## src/rtl/loctag_pkg.sv

```systemverilog
// Shared types and constants for the LocTag reflector sequencer.
// FSM state encoding, burst mode codes and counter widths.
package loctag_pkg;

    typedef enum logic [1:0] {
        IDLE,
        BURST,
        HOLDOFF,
        FORCE
    } state_t;

    localparam logic [1:0] MODE_INPHASE = 2'd0;
    localparam logic [1:0] MODE_FDIV    = 2'd1;
    localparam logic [1:0] MODE_RR      = 2'd2;
    localparam logic [1:0] MODE_OFF     = 2'd3;

    localparam int TRIG_CNT_W = 8;

endpackage

```

## src/rtl/loctag_toggle_gen.sv

```systemverilog
// One reflector channel: half-period counter plus output flop.
// cnt==0 marks an idle channel so the first enabled cycle drives 1.
module loctag_toggle_gen #(
    parameter int W = 8
) (
    input  logic         clk,
    input  logic         reset,
    input  logic         en,
    input  logic [W-1:0] half,
    output logic         out
);

    logic [W-1:0] cnt;

    // start high when enabled, invert every half cycles, clear when disabled
    always_ff @(posedge clk) begin
        if (reset || !en) begin
            out <= 1'b0;
            cnt <= '0;
        end else if (cnt == '0) begin
            out <= 1'b1;
            cnt <= W'(1);
        end else if (cnt >= half) begin
            out <= ~out;
            cnt <= W'(1);
        end else begin
            cnt <= cnt + 1'b1;
        end
    end

endmodule

```

## src/rtl/loctag_reflector_mc.sv

```systemverilog
// Multi-channel triggered reflector modulation sequencer.
// Optional accepted-trigger counter port: LOCTAG_TRIG_CNT_EN.
module loctag_reflector_mc
    import loctag_pkg::*;
#(
    parameter int NUM_CH           = 3,
    parameter int HALF_PERIOD_BASE = 25,
    parameter int BURST_CYC        = 50000,
    parameter int HOLDOFF_CYC      = 5000
) (
    input  logic              clk,
    input  logic              reset,
    input  logic              trig,
    input  logic              force_fs,
    input  logic [1:0]        mode,
    output logic [NUM_CH-1:0] ctrl,
    output logic              busy,
    output logic              led
`ifdef LOCTAG_TRIG_CNT_EN
    ,
    output logic [TRIG_CNT_W-1:0] trig_cnt
`endif
);

    localparam int CNT_MAX = (BURST_CYC > HOLDOFF_CYC) ? BURST_CYC : HOLDOFF_CYC;
    localparam int CW = (CNT_MAX > 1) ? $clog2(CNT_MAX) : 1;
    localparam int SW = (NUM_CH > 1) ? $clog2(NUM_CH) : 1;
    localparam int HW = $clog2(HALF_PERIOD_BASE * NUM_CH + 1);

    localparam logic [CW-1:0] BURST_LAST = CW'(BURST_CYC - 1);
    localparam logic [CW-1:0] HOLD_LAST  = CW'(HOLDOFF_CYC - 1);
    localparam logic [SW-1:0] SLOT_LAST  = SW'(NUM_CH - 1);

    logic              sync1, sync2, sync3;
    logic              trig_edge;
    state_t            state_q, state_d;
    logic [1:0]        mode_q, mode_d;
    logic [CW-1:0]     cnt_q;
    logic [SW-1:0]     slot_q, slot_d;
    logic              slot_end, burst_end;
    logic [NUM_CH-1:0] ch_en;

    assign slot_end  = (cnt_q == BURST_LAST);
    assign burst_end = slot_end && (mode_q != MODE_RR || slot_q == SLOT_LAST);
    assign mode_d    = (state_q == IDLE && state_d == BURST) ? mode : mode_q;

    // two-flop synchronizer, delay flop and registered rising-edge pulse
    always_ff @(posedge clk) begin
        if (reset) begin
            sync1     <= 1'b0;
            sync2     <= 1'b0;
            sync3     <= 1'b0;
            trig_edge <= 1'b0;
        end else begin
            sync1     <= trig;
            sync2     <= sync1;
            sync3     <= sync2;
            trig_edge <= sync2 & ~sync3;
        end
    end

    // state register
    always_ff @(posedge clk) begin
        if (reset) state_q <= IDLE;
        else       state_q <= state_d;
    end

    // next state: force overrides everything, trig edges only count in IDLE
    always_comb begin
        state_d = state_q;
        if (force_fs) begin
            state_d = FORCE;
        end else begin
            unique case (state_q)
                IDLE:    if (trig_edge && mode != MODE_OFF) state_d = BURST;
                BURST:   if (burst_end) state_d = HOLDOFF;
                HOLDOFF: if (cnt_q == HOLD_LAST) state_d = IDLE;
                FORCE:   state_d = IDLE;
                default: state_d = IDLE;
            endcase
        end
    end

    // slot index the channels will see next cycle
    always_comb begin
        slot_d = '0;
        if (state_q == BURST && state_d == BURST)
            slot_d = slot_end ? slot_q + 1'b1 : slot_q;
    end

    // cycle counter within the current slot or hold-off, latched mode
    always_ff @(posedge clk) begin
        if (reset) begin
            cnt_q  <= '0;
            slot_q <= '0;
            mode_q <= MODE_INPHASE;
        end else begin
            mode_q <= mode_d;
            slot_q <= slot_d;
            if (state_d == state_q && state_q == HOLDOFF)
                cnt_q <= cnt_q + 1'b1;
            else if (state_d == state_q && state_q == BURST && !slot_end)
                cnt_q <= cnt_q + 1'b1;
            else
                cnt_q <= '0;
        end
    end

    // outputs: enables follow the next state so ctrl moves with the state
    always_comb begin
        busy  = (state_q == BURST) || (state_q == HOLDOFF);
        led   = (state_q != IDLE);
        ch_en = '0;
        if (state_d == FORCE) begin
            ch_en = '1;
        end else if (state_d == BURST) begin
            if (mode_d == MODE_RR) begin
                for (int k = 0; k < NUM_CH; k++)
                    ch_en[k] = (slot_d == SW'(k));
            end else begin
                ch_en = '1;
            end
        end
    end

    for (genvar k = 0; k < NUM_CH; k++) begin : g_ch
        logic [HW-1:0] half;

        assign half = (state_d == BURST && mode_d == MODE_FDIV) ?
                      HW'(HALF_PERIOD_BASE * (k + 1)) :
                      HW'(HALF_PERIOD_BASE);

        loctag_toggle_gen #(.W(HW)) u_tg (
            .clk   (clk),
            .reset (reset),
            .en    (ch_en[k]),
            .half  (half),
            .out   (ctrl[k])
        );
    end

`ifdef LOCTAG_TRIG_CNT_EN
    // saturating count of IDLE -> BURST transitions
    always_ff @(posedge clk) begin
        if (reset)
            trig_cnt <= '0;
        else if (state_q == IDLE && state_d == BURST && trig_cnt != '1)
            trig_cnt <= trig_cnt + 1'b1;
    end
`endif

endmodule

```

## config.mk

```make
export PLATFORM = sky130hd
export DESIGN_NAME = loctag_reflector_mc
export DESIGN_NICKNAME = d
export VERILOG_FILES = /design/src/rtl/loctag_pkg.sv /design/src/rtl/loctag_toggle_gen.sv /design/src/rtl/loctag_reflector_mc.sv
export SDC_FILE = /design/constraint.sdc
export NUM_CORES = 1
export LEC_CHECK = 0
export ABC_AREA = 1
export CAP_MARGIN = 30
export CORE_ASPECT_RATIO = 1.2
export CORE_MARGIN = 4
export CORE_UTILIZATION = 40
export CTS_CLUSTER_DIAMETER = 80
export DETAILED_ROUTE_END_ITERATION = 16
export PLACE_DENSITY = 0.52
export SETUP_SLACK_MARGIN = 0.15
export SYNTH_ARGS = -nofsm -noshare
export SYNTH_HDL_FRONTEND = slang
export SYNTH_SLANG_ARGS = --single-unit
```

## constraint.sdc

```tcl
create_clock -name clk -period 9.5 [get_ports clk]
set_input_delay 0.95 -clock clk [delete_from_list [all_inputs] [get_ports clk]]
set_output_delay 0.95 -clock clk [all_outputs]
set_load 0.01 [all_outputs]
```

==> qor.csv, run 1 <==
metric,value,unit
path_depth,20,
clk_pin_slew,0.09,ns
post-dp-hpwl,3580,um
insertion_delay,0.30,ns
max_freq,265,MHz
hold_viol,0,
area_delta_synth_final,10.8,%
ys_async_sr_fraction,0,
period_minus_slack,3.78,ns
synthDistinctLibCells,39,
vdd_drop_max,0.0000662,V
worst-slew-pin-transition,0.529,ns
cp_max_fo,5,
hp-class,reg2reg,
worstReg2RegEnd,g_ch[1].u_tg.out,
post_drt_via_cell_ratio,4.66,
fp.dieH,99.4,um
ys_warn_count,0,
fin_tns_setup,0,ns
rr_worst_depth,21,
ys.flop_type,dfxtp_1,
p_per_area,147,nW/um^2
cts_buffers,5,
wl_per_cell,10.5,um
fin_skew,0.00769,ns
drc,0,
slowest_stage,clkdlybuf4s50_1,
post-route-period-util,0.398,
wirelength,4620,um
seq_area_frac_synth,0.360,
core-area,6810,um^2
drtAntennaViolNets,0,
clkSinkCount,50,
cts_setup_buffers,0,
path_class,in2reg,
syn_area_per_cell,8.16,um^2
r2r_setup_slack,5.95,ns
dr.pass1.iters,4,
die-area,8360,um^2
place.gp.congestion,0.815,
crit_required,9.70,ns
endpoint,g_ch[1].u_tg.out,
cp_top_family,simple AND/OR/NAND/NOR gates,
reg2reg_from,cnt_q[0],
antenna_found_initial,0,
grt_pass1_wl,8560,um
slew_viol_final,0,
startpoint_type,primary input,
synth_top_area_frac,0.360,
dr_total_vias,2055,
status,"finished, final reports clean",
rsz0062_at_grt,no,
num_rows,33,
hold_buffers,0,
grt_pass1_vias,2029,
leakagePower,1.16,nW
path_cells,"clkdlybuf4s50_1, nand2_1, nand2_1, o21ai_4, inv_1, a21oi_1, nand4_1, nand2_1, nand2_2, nor3_2, inv_1, ha_1, nand2_1, nor2_1, o31ai_1, o211ai_1, nor2_1, inv_1, o21ai_0, nor2_1",
antenna-diode-count,0,
synth_area,2780,um^2
n_fill_cell,694,
drv_cap,0,
synth_edf_count,0,
final_nets,378,
htree_levels,2,
ios,11,
grt_usage,0.123,
final_common_cell,nor2_1,
postSynthCellCount,341,
end_kind,register,
maxSlewHeadroom,0.648,
crit_buf_inv,4,
ys_top_cells_by_area,"dfxtp_1, ha_1, nor2_1",
final_cell_mix,"nor2_1, dfxtp_1, inv_1",
final_util,0.453,
clk_path_buf_depth,2,
drive_gt1_frac,0.144,
grt_start_max_net_pins,17,
globalRouteOverflowTotal,0,
detail_route.iter0.violations,31,
crit_start,mode[1],
crit_top_cell,nand2_1,
cts_tree,yes,
cp.arrival,3.98,ns
cts-root-buf,clkbuf_8,
slowest_delay,0.44,ns
ys_seq_elements,50,
cts_resized,0,
die_w,84.2,um
finalSetupViolations,0,
start_util,0.409,
yosys.area.top_type,dfxtp_1,
port_buffers,10,
==> worst min-delay path by stage <==
| stage | depth (start not counted) | start | endpoint | slack (ns) |
|---|---|---|---|---|
| after floorplan | 1 | sync3 | trig_edge | 0.37 |
| after global placement | 1 | sync3 | trig_edge | 0.38 |
| after detailed placement | 1 | sync3 | trig_edge | 0.38 |
| after CTS | 1 | sync3 | trig_edge | 0.40 |
| after global routing | 1 | sync3 | trig_edge | 0.43 |
| final | 1 | sync3 | trig_edge | 0.39 |
==> flip-flops by register name, summed over array words and instances, names as in the netlist <==
name	cells
sync3	1
cnt_q	16
sync2	1
state_q	2
g_ch.u_tg.cnt	21
trig_edge	1
g_ch.u_tg.out	3
slot_q	2
sync1	1
mode_q	2
==> final cells by class <==
cell class	count	area (um^2)	share of cell area
Clock buffer	6	82.6	0.0268
Clock inverter	2	60.1	0.0195
Inverter	48	180	0.0584
Multi-Input combinational cell	238	1550	0.503
Sequential cell	50	1000	0.324
Tap cell	87	109	0.0353
Timing Repair Buffer	10	100	0.0324
==> through the flow <==
step	hold WS [ns]	std cells	setup slack [ns]	power, mW	instance area, um^2
4_1_cts	0.395	441	5.73	0.460	3090
5_1_grt	0.433	441	5.39	0.477	3090
3_3_place_gp	0.378	433	5.56	0.274	2940
6_report	0.391	441	5.72	0.452	3090
3_5_place_dp	0.381	433	5.40	0.274	2940
2_1_floorplan	0.373	342	6.20	0.263	2790
==> Yosys cell counts (8+ instances only) <==
cell type,n
a21oi_1,9
dfxtp_1,50
ha_1,19
inv_1,45
nand2_1,41
nand3_1,14
nand3_2,8
nor2_1,52
nor2_2,8
nor2_4,11
nor3_1,10
xor2_1,17
==> kinds of logic (layout without fill, tap and decap cells) <==
kind of cell / after synthesis / after routing / share of synthesized area
adder cells (fa/ha/maj): 19 / 19 / 0.0854
AO/OA/AOI/OAI: 24 / 24 / 0.0593
flip-flops: 50 / 50 / 0.360
AND/OR/NAND/NOR: 169 / 169 / 0.335
XOR/XNOR: 24 / 24 / 0.0755
buffers and inverters: 54 / 66 / 0.0840
other: 1 / 2 / 0.00135
==> worst register-to-register path, cell delays in order, from the launching register on <==
cell,delay (ns)
dfxtp_1,0.41
ha_1,0.23
nand3_2,0.12
nor2_2,0.16
nand3_2,0.11
a21oi_1,0.17
nand2_1,0.08
nand3_2,0.12
inv_2,0.09
nand4_1,0.09
nand2_2,0.11
nor3_2,0.25
inv_1,0.16
ha_1,0.31
nand2_1,0.07
nor2_1,0.04
o31ai_1,0.22
o211ai_1,0.17
nor2_1,0.24
inv_1,0.08
o21ai_0,0.15
nor2_1,0.06
==> power by group <==
part           switching [mW]  internal [mW]  total [mW]
registers             0.00423          0.215       0.219
logic                  0.0304         0.0191      0.0496
clock network          0.0715          0.112       0.184
==> metal layers <==
| layer | GRT usage | share of wire |
|---|---|---|
| met5 | 0 | 0 |
| met4 | 0.0408 | 0.014 |
| met3 | 0.0307 | 0.027 |
| met2 | 0.216 | 0.49 |
| met1 | 0.147 | 0.47 |
Power figures use the tool's default switching activity.
==> run 2: changes to the inputs <==
clock period = 3.95 ns   (was 9.5 ns; I/O delays follow)
==> run 2 against run 1 <==
Hold slack better by 0.0043 ns. Final cell count stayed put. Clock skew is 0.0038 ns lower.
==> qor.csv, run 2 (synthesized netlist as in run 1, its figures left out) <==
metric,value,unit
status,"finished, final reports clean",
grtUsageMet3,0.0307,
slew_viol_final,0,
finalSetupViolations,0,
vdd_drop_max,0.000200,V
clk_pin_slew,0.09,ns
post-dp-hpwl,3630,um
gr-usage-met1,0.142,
cp.arrival,3.60,ns
path_class,reg2reg,
detail_route.iter0.violations,34,
leakagePower,1.17,nW
die-area,8360,um^2
drv_cap,0,
largest_register_ffs,21,
hold_start,sync3,
cp_max_fo,5,
core-area,6810,um^2
crit_start,cnt_q[0],
area_delta_synth_final,11.1,%
grt_usage,0.121,
fin_skew,0.00387,ns
post_drt_via_cell_ratio,4.64,
pwr-share-clk,0.406,
wl_per_cell,10.7,um
drc,0,
regMostFlops,g_ch.u_tg.cnt,
grt_pass1_wl,8320,um
antenna-diode-count,0,
hold_viol,0,
crit_required,4.15,ns
clkSinkCount,50,
power_frac_seq,0.483,
period_minus_slack,3.39,ns
insertion_delay,0.30,ns
cts_buffers,5,
place.gp.congestion,0.821,
start_util,0.409,
final_nets,378,
switching_power,0.256,mW
drtAntennaViolNets,0,
p_int,0.833,mW
dr_total_vias,2046,
htree_levels,2,
ios,11,
cts-root-buf,clkbuf_8,
grt_start_max_net_pins,17,
grt_pass1_vias,1965,
wirelength,4700,um
p_comb_frac,0.111,
antenna_found_initial,0,
hold_buffers,0,
fp.dieH,99.4,um
top_regs,"g_ch.u_tg.cnt: 21 flops, cnt_q: 16 flops, g_ch.u_tg.out: 3 flops",
max_freq,295,MHz
port_buffers,10,
final_common_cell,nor2_1,
hp-class,reg2reg,
num_rows,33,
fin_tns_setup,0,ns
grtUsageMet2,0.214,
final_util,0.454,
rsz0062_at_grt,no,
startpoint_type,register,
swShare,0.235,
grt-busiest-layer,met2,
die_w,84.2,um
end_kind,register,
drive_gt1_frac,0.147,
post-route-period-util,0.859,
reg2reg_from,cnt_q[0],
globalRouteOverflowTotal,0,
clk_path_buf_depth,2,
dr.pass1.iters,3,
cts_setup_buffers,0,
final_cell_mix,"nor2_1, dfxtp_1, inv_1",
cts_tree,yes,
p_per_area,352,nW/um^2
## run 2: cell types whose count changed in the layout (fill, tap and decap cells not counted)
cell,previous run,this run
nor2_1,52,51
nor2_2,8,9
nor3_2,1,0
nor3_4,0,1
## run 2: worst max-delay path: stages (launching register included)
cell and delay, ns:
dfxtp_1 0.40, ha_1 0.23, nand2_1 0.08, clkinv_1 0.08
nand2_1 0.05, nor2_1 0.10, nand2_1 0.09, nand3_1 0.08
nand2_1 0.06, a21oi_1 0.18, nand4_1 0.15, nand2_1 0.11
nand2_2 0.11, nor3_4 0.22, inv_1 0.13, ha_1 0.33
a311oi_1 0.27, o211ai_1 0.18, nor2_2 0.18, inv_1 0.07
o21ai_0 0.14, nor2_1 0.06
## run 2: through the flow
stage / setup WS (ns) / power, mW / instances / area (um^2) / hold WS [ns]
2_1_floorplan: 0.820 / 0.632 / 342 / 2790 / 0.373
3_3_place_gp: 0.446 / 0.660 / 433 / 2940 / 0.377
3_5_place_dp: 0.425 / 0.659 / 433 / 2940 / 0.385
4_1_cts: 0.446 / 1.11 / 441 / 3090 / 0.399
5_1_grt: 0.194 / 1.14 / 441 / 3090 / 0.406
6_report: 0.557 / 1.09 / 441 / 3090 / 0.396
## run 2: layout make-up
cell class	count	area [um^2]
Clock inverter	2	60.1
Tap cell	87	109
Clock buffer	6	82.6
Fill cell	701	3720
Multi-Input combinational cell	238	1560
Inverter	48	180
Sequential cell	50	1000
Timing Repair Buffer	10	100
## run 2: what timing repair did
| action | in CTS | in global routing |
|---|---|---|
| gates resized for setup | 0 | 2 |
| endpoints found under the setup margin | 0 | 8 |
| endpoints found under the hold margin | 0 | 0 |
## run 2: power groups by stage
stage	registers [mW]	clock network (mW)	logic, mW
2_1_floorplan	0.536	0	0.0960
4_1_cts	0.527	0.458	0.121
3_3_place_gp	0.538	0	0.122
3_5_place_dp	0.539	0	0.121
6_report	0.527	0.442	0.121
5_1_grt	0.529	0.477	0.137
## run 2: path summary, 6_finish.rpt
path,to,slack [ns],depth (start not counted)
max,g_ch[1].u_tg.out,0.56,21
min,trig_edge,0.40,1
max reg2reg,g_ch[1].u_tg.out,0.56,21
min reg2reg,trig_edge,0.40,1
## run 2: per-layer routing
layer,wire (um),vias up
met5,0,-
met4,76,0
met3,99,6
met2,2320,10
met1,2200,917
li1,-,1113
==> run 3: changes to the inputs <==
CTS_CLUSTER_DIAMETER = default   (was 80)
==> results of run 3 <==
Final layout, timing and power as in run 2 (identical DEF).
==> RTL change, RTL diff (config.mk and constraints of run 2) <==
Set the parameter `HOLDOFF_CYC` to 1250 (it was 5000).
--- a/src/rtl/loctag_reflector_mc.sv
+++ b/src/rtl/loctag_reflector_mc.sv
@@ -8,3 +8,3 @@
     parameter int BURST_CYC        = 50000,
-    parameter int HOLDOFF_CYC      = 5000
+    parameter int HOLDOFF_CYC      = 1250
 ) (
Check against the original RTL: no difference found for any inputs over 10 cycles, from zero or initial values and one cycle with reset high; that may be too few to reach the edited logic, so the function may still have changed.
==> RTL change against run 2 <==
Sequential cell count is the same; die area decreased by 0.78%; routed wire length up 6.0%; synthesized area decreased by 0.85%; count of clock-buffer cells in the layout is 1 higher; final cell count is 2.0% higher; setup slack better by 3.6 ps; via count up 2.0%; critical path depth is 1 lower; power is 16% lower; combinational power fell by 9%; cell area decreased by 2.5%; largest cell class unchanged.
==> RTL change: results (changes against run 2) <==
| Metric | Value |
|---|---|
| DR WL/cell | `11.1 um (+3.9%)` |
| Length of the first detailed-routing pass in iterations | `4 (+1)` |
| Number of global-route vias before repair | `2131 (+8.4%)` |
| Total GRT Usage | `13.4% (+1.2 points)` |
| Synth top area cells | `sky130_fd_sc_hd__dfxtp_1 (36%), sky130_fd_sc_hd__nor2_1 (9.1%), sky130_fd_sc_hd__ha_1 (9.1%), sky130_fd_sc_hd__inv_1 (6.3%), sky130_fd_sc_hd__xor2_1 (6.0%)` |
| Share of post-route cells with drive strength above 1 | `12.3% (-2.4 points)` |
| VDD IR-drop max | `0.000173 V (-14%)` |
| Avg Vias per Cell | `4.64 (about the same)` |
| Initial antenna violation count | `0 (unchanged)` |
| Post-synthesis adder-cell area fraction | `9.07% (+0.53 points)` |
| Arr. time, crit path | `3580 ps (-20 ps)` |
| Port Buffer Count | `10 (unchanged)` |
| Maximum number of pins on one net before global-route repair | `17 (unchanged)` |
| Fraction of the mapped netlist area in compound gates | `4.22% (-1.7 points)` |
| Fill count | `693 (-1.1%)` |
| Critical-path maximum fanout | `6 (+1)` |
| Count of cell types in the netlist | `33 (-15%)` |
| CTS Root Cell | `sky130_fd_sc_hd__clkbuf_8` |
| Synthesized-area fraction occupied by xor and xnor cells | `9.20% (+1.7 points)` |
| Static Leak | `0.00114 uW (-2.3%)` |
| Register area share after synthesis | `36.3% (+0.31 points)` |
| Total number of nets in the final design | `391 (+3.4%)` |
| Count of yosys warnings during synthesis | `0 (unchanged)` |
| Maximum level of the CTS H-tree | `2 (unchanged)` |
| Result of the run | `finished clean` |
| Violation count after the first detailed-routing iteration | `43 (+26%)` |
| Wire length of the first global-routing pass | `9.22 mm (+11%)` |
| Maximum buffer depth of the clock tree | `2 (unchanged)` |
| Last weighted congestion value of the routability-driven placer | `0.778 (-5.3%)` |
| DP Wirelength | `3.90 mm (+7.3%)` |
| Synth cell count leaders | `sky130_fd_sc_hd__nor2_1 (67), sky130_fd_sc_hd__dfxtp_1 (50), sky130_fd_sc_hd__inv_1 (46)` |
| Top flop regs | `g_ch.u_tg.cnt: 21 flops, cnt_q: 16 flops, g_ch.u_tg.out: 3 flops` |
| Cell depth of the worst flop-to-flop path | `20 (-4.8%)` |
| Worst setup skew after layout | `3.98 ps (+0.119 ps)` |
RTL change: area by class of cell:
type	count	share of cell area (%)
multi-input combinational	249	51.3
timing repair buffer	10	3.32
tap	85	3.53
inverter	49	6.10
clock buffer	7	2.53
sequential	50	33.2
RTL change: cells by family (layout without fill, tap and decap cells):
logic type / count (synthesis) / in the layout
AND/OR/NAND/NOR: 180 / 180
buffers and inverters: 55 / 66
flip-flops: 50 / 50
XOR/XNOR: 29 / 29
adder cells (fa/ha/maj): 20 / 20
AO/OA/AOI/OAI: 18 / 18
other: 1 / 2
RTL change: power by group:
group          leakage [uW]  internal (uW)  switching, uW
registers          0.000407            516           9.61
clock network     0.0000383            122            157
logic              0.000696           43.9           66.0
RTL change: worst paths after layout:
kind	startpoint	end	slack [ps]
hold reg to reg	sync3$_SDFF_PP0_	trig_edge$_SDFF_PP0_	390
setup / recovery	state_q[1]$_SDFF_PP0_	g_ch[1].u_tg.out$_SDFFE_PP0P_	560
setup reg to reg	state_q[1]$_SDFF_PP0_	g_ch[1].u_tg.out$_SDFFE_PP0P_	560
hold / removal	sync3$_SDFF_PP0_	trig_edge$_SDFF_PP0_	390
RTL change: layer usage:
metal  global-route usage, %  routed length [um]  vias to the layer above
met5                       0                   0                        -
met4                    4.08                  80                        0
met3                    2.68                 120                        7
met2                    22.6                2220                       17
met1                    17.2                2560                      931
li1                        -                   -                     1132
RTL change: metrics by stage:
step	setup slack (ps)	util, %	std cells	cell area (um^2)	hold slack [ps]
floorplan	892	-	354	2760	373
global placement	490	44.6	443	2930	377
detailed placement	436	44.6	443	2930	377
CTS	494	45.8	450	3010	390
global route	171	45.9	450	3020	405
finish	561	45.9	450	3020	389
RTL change: timing repair:
item | in CTS | in global routing
hold buffers | 0 | 0
resized for setup | 0 | 4
setup endpoints to repair | 0 | 14
RTL change: worst max-delay path, cell delays in order, from the launching register on:
cell	delay, ps
sky130_fd_sc_hd__dfxtp_1	340
sky130_fd_sc_hd__inv_1	150
sky130_fd_sc_hd__ha_2	270
sky130_fd_sc_hd__inv_1	80
sky130_fd_sc_hd__o21ai_0	180
sky130_fd_sc_hd__inv_1	90
sky130_fd_sc_hd__nor2_4	190
sky130_fd_sc_hd__nand4_1	150
sky130_fd_sc_hd__nand2_1	80
sky130_fd_sc_hd__nand2_1	110
sky130_fd_sc_hd__inv_1	90
sky130_fd_sc_hd__nand4_1	230
sky130_fd_sc_hd__ha_1	390
sky130_fd_sc_hd__nand2_1	70
sky130_fd_sc_hd__nor2_1	40
sky130_fd_sc_hd__o31ai_1	180
sky130_fd_sc_hd__o211ai_1	150
sky130_fd_sc_hd__nor2_1	190
sky130_fd_sc_hd__inv_1	80
sky130_fd_sc_hd__o21ai_0	150
sky130_fd_sc_hd__nor2_1	60
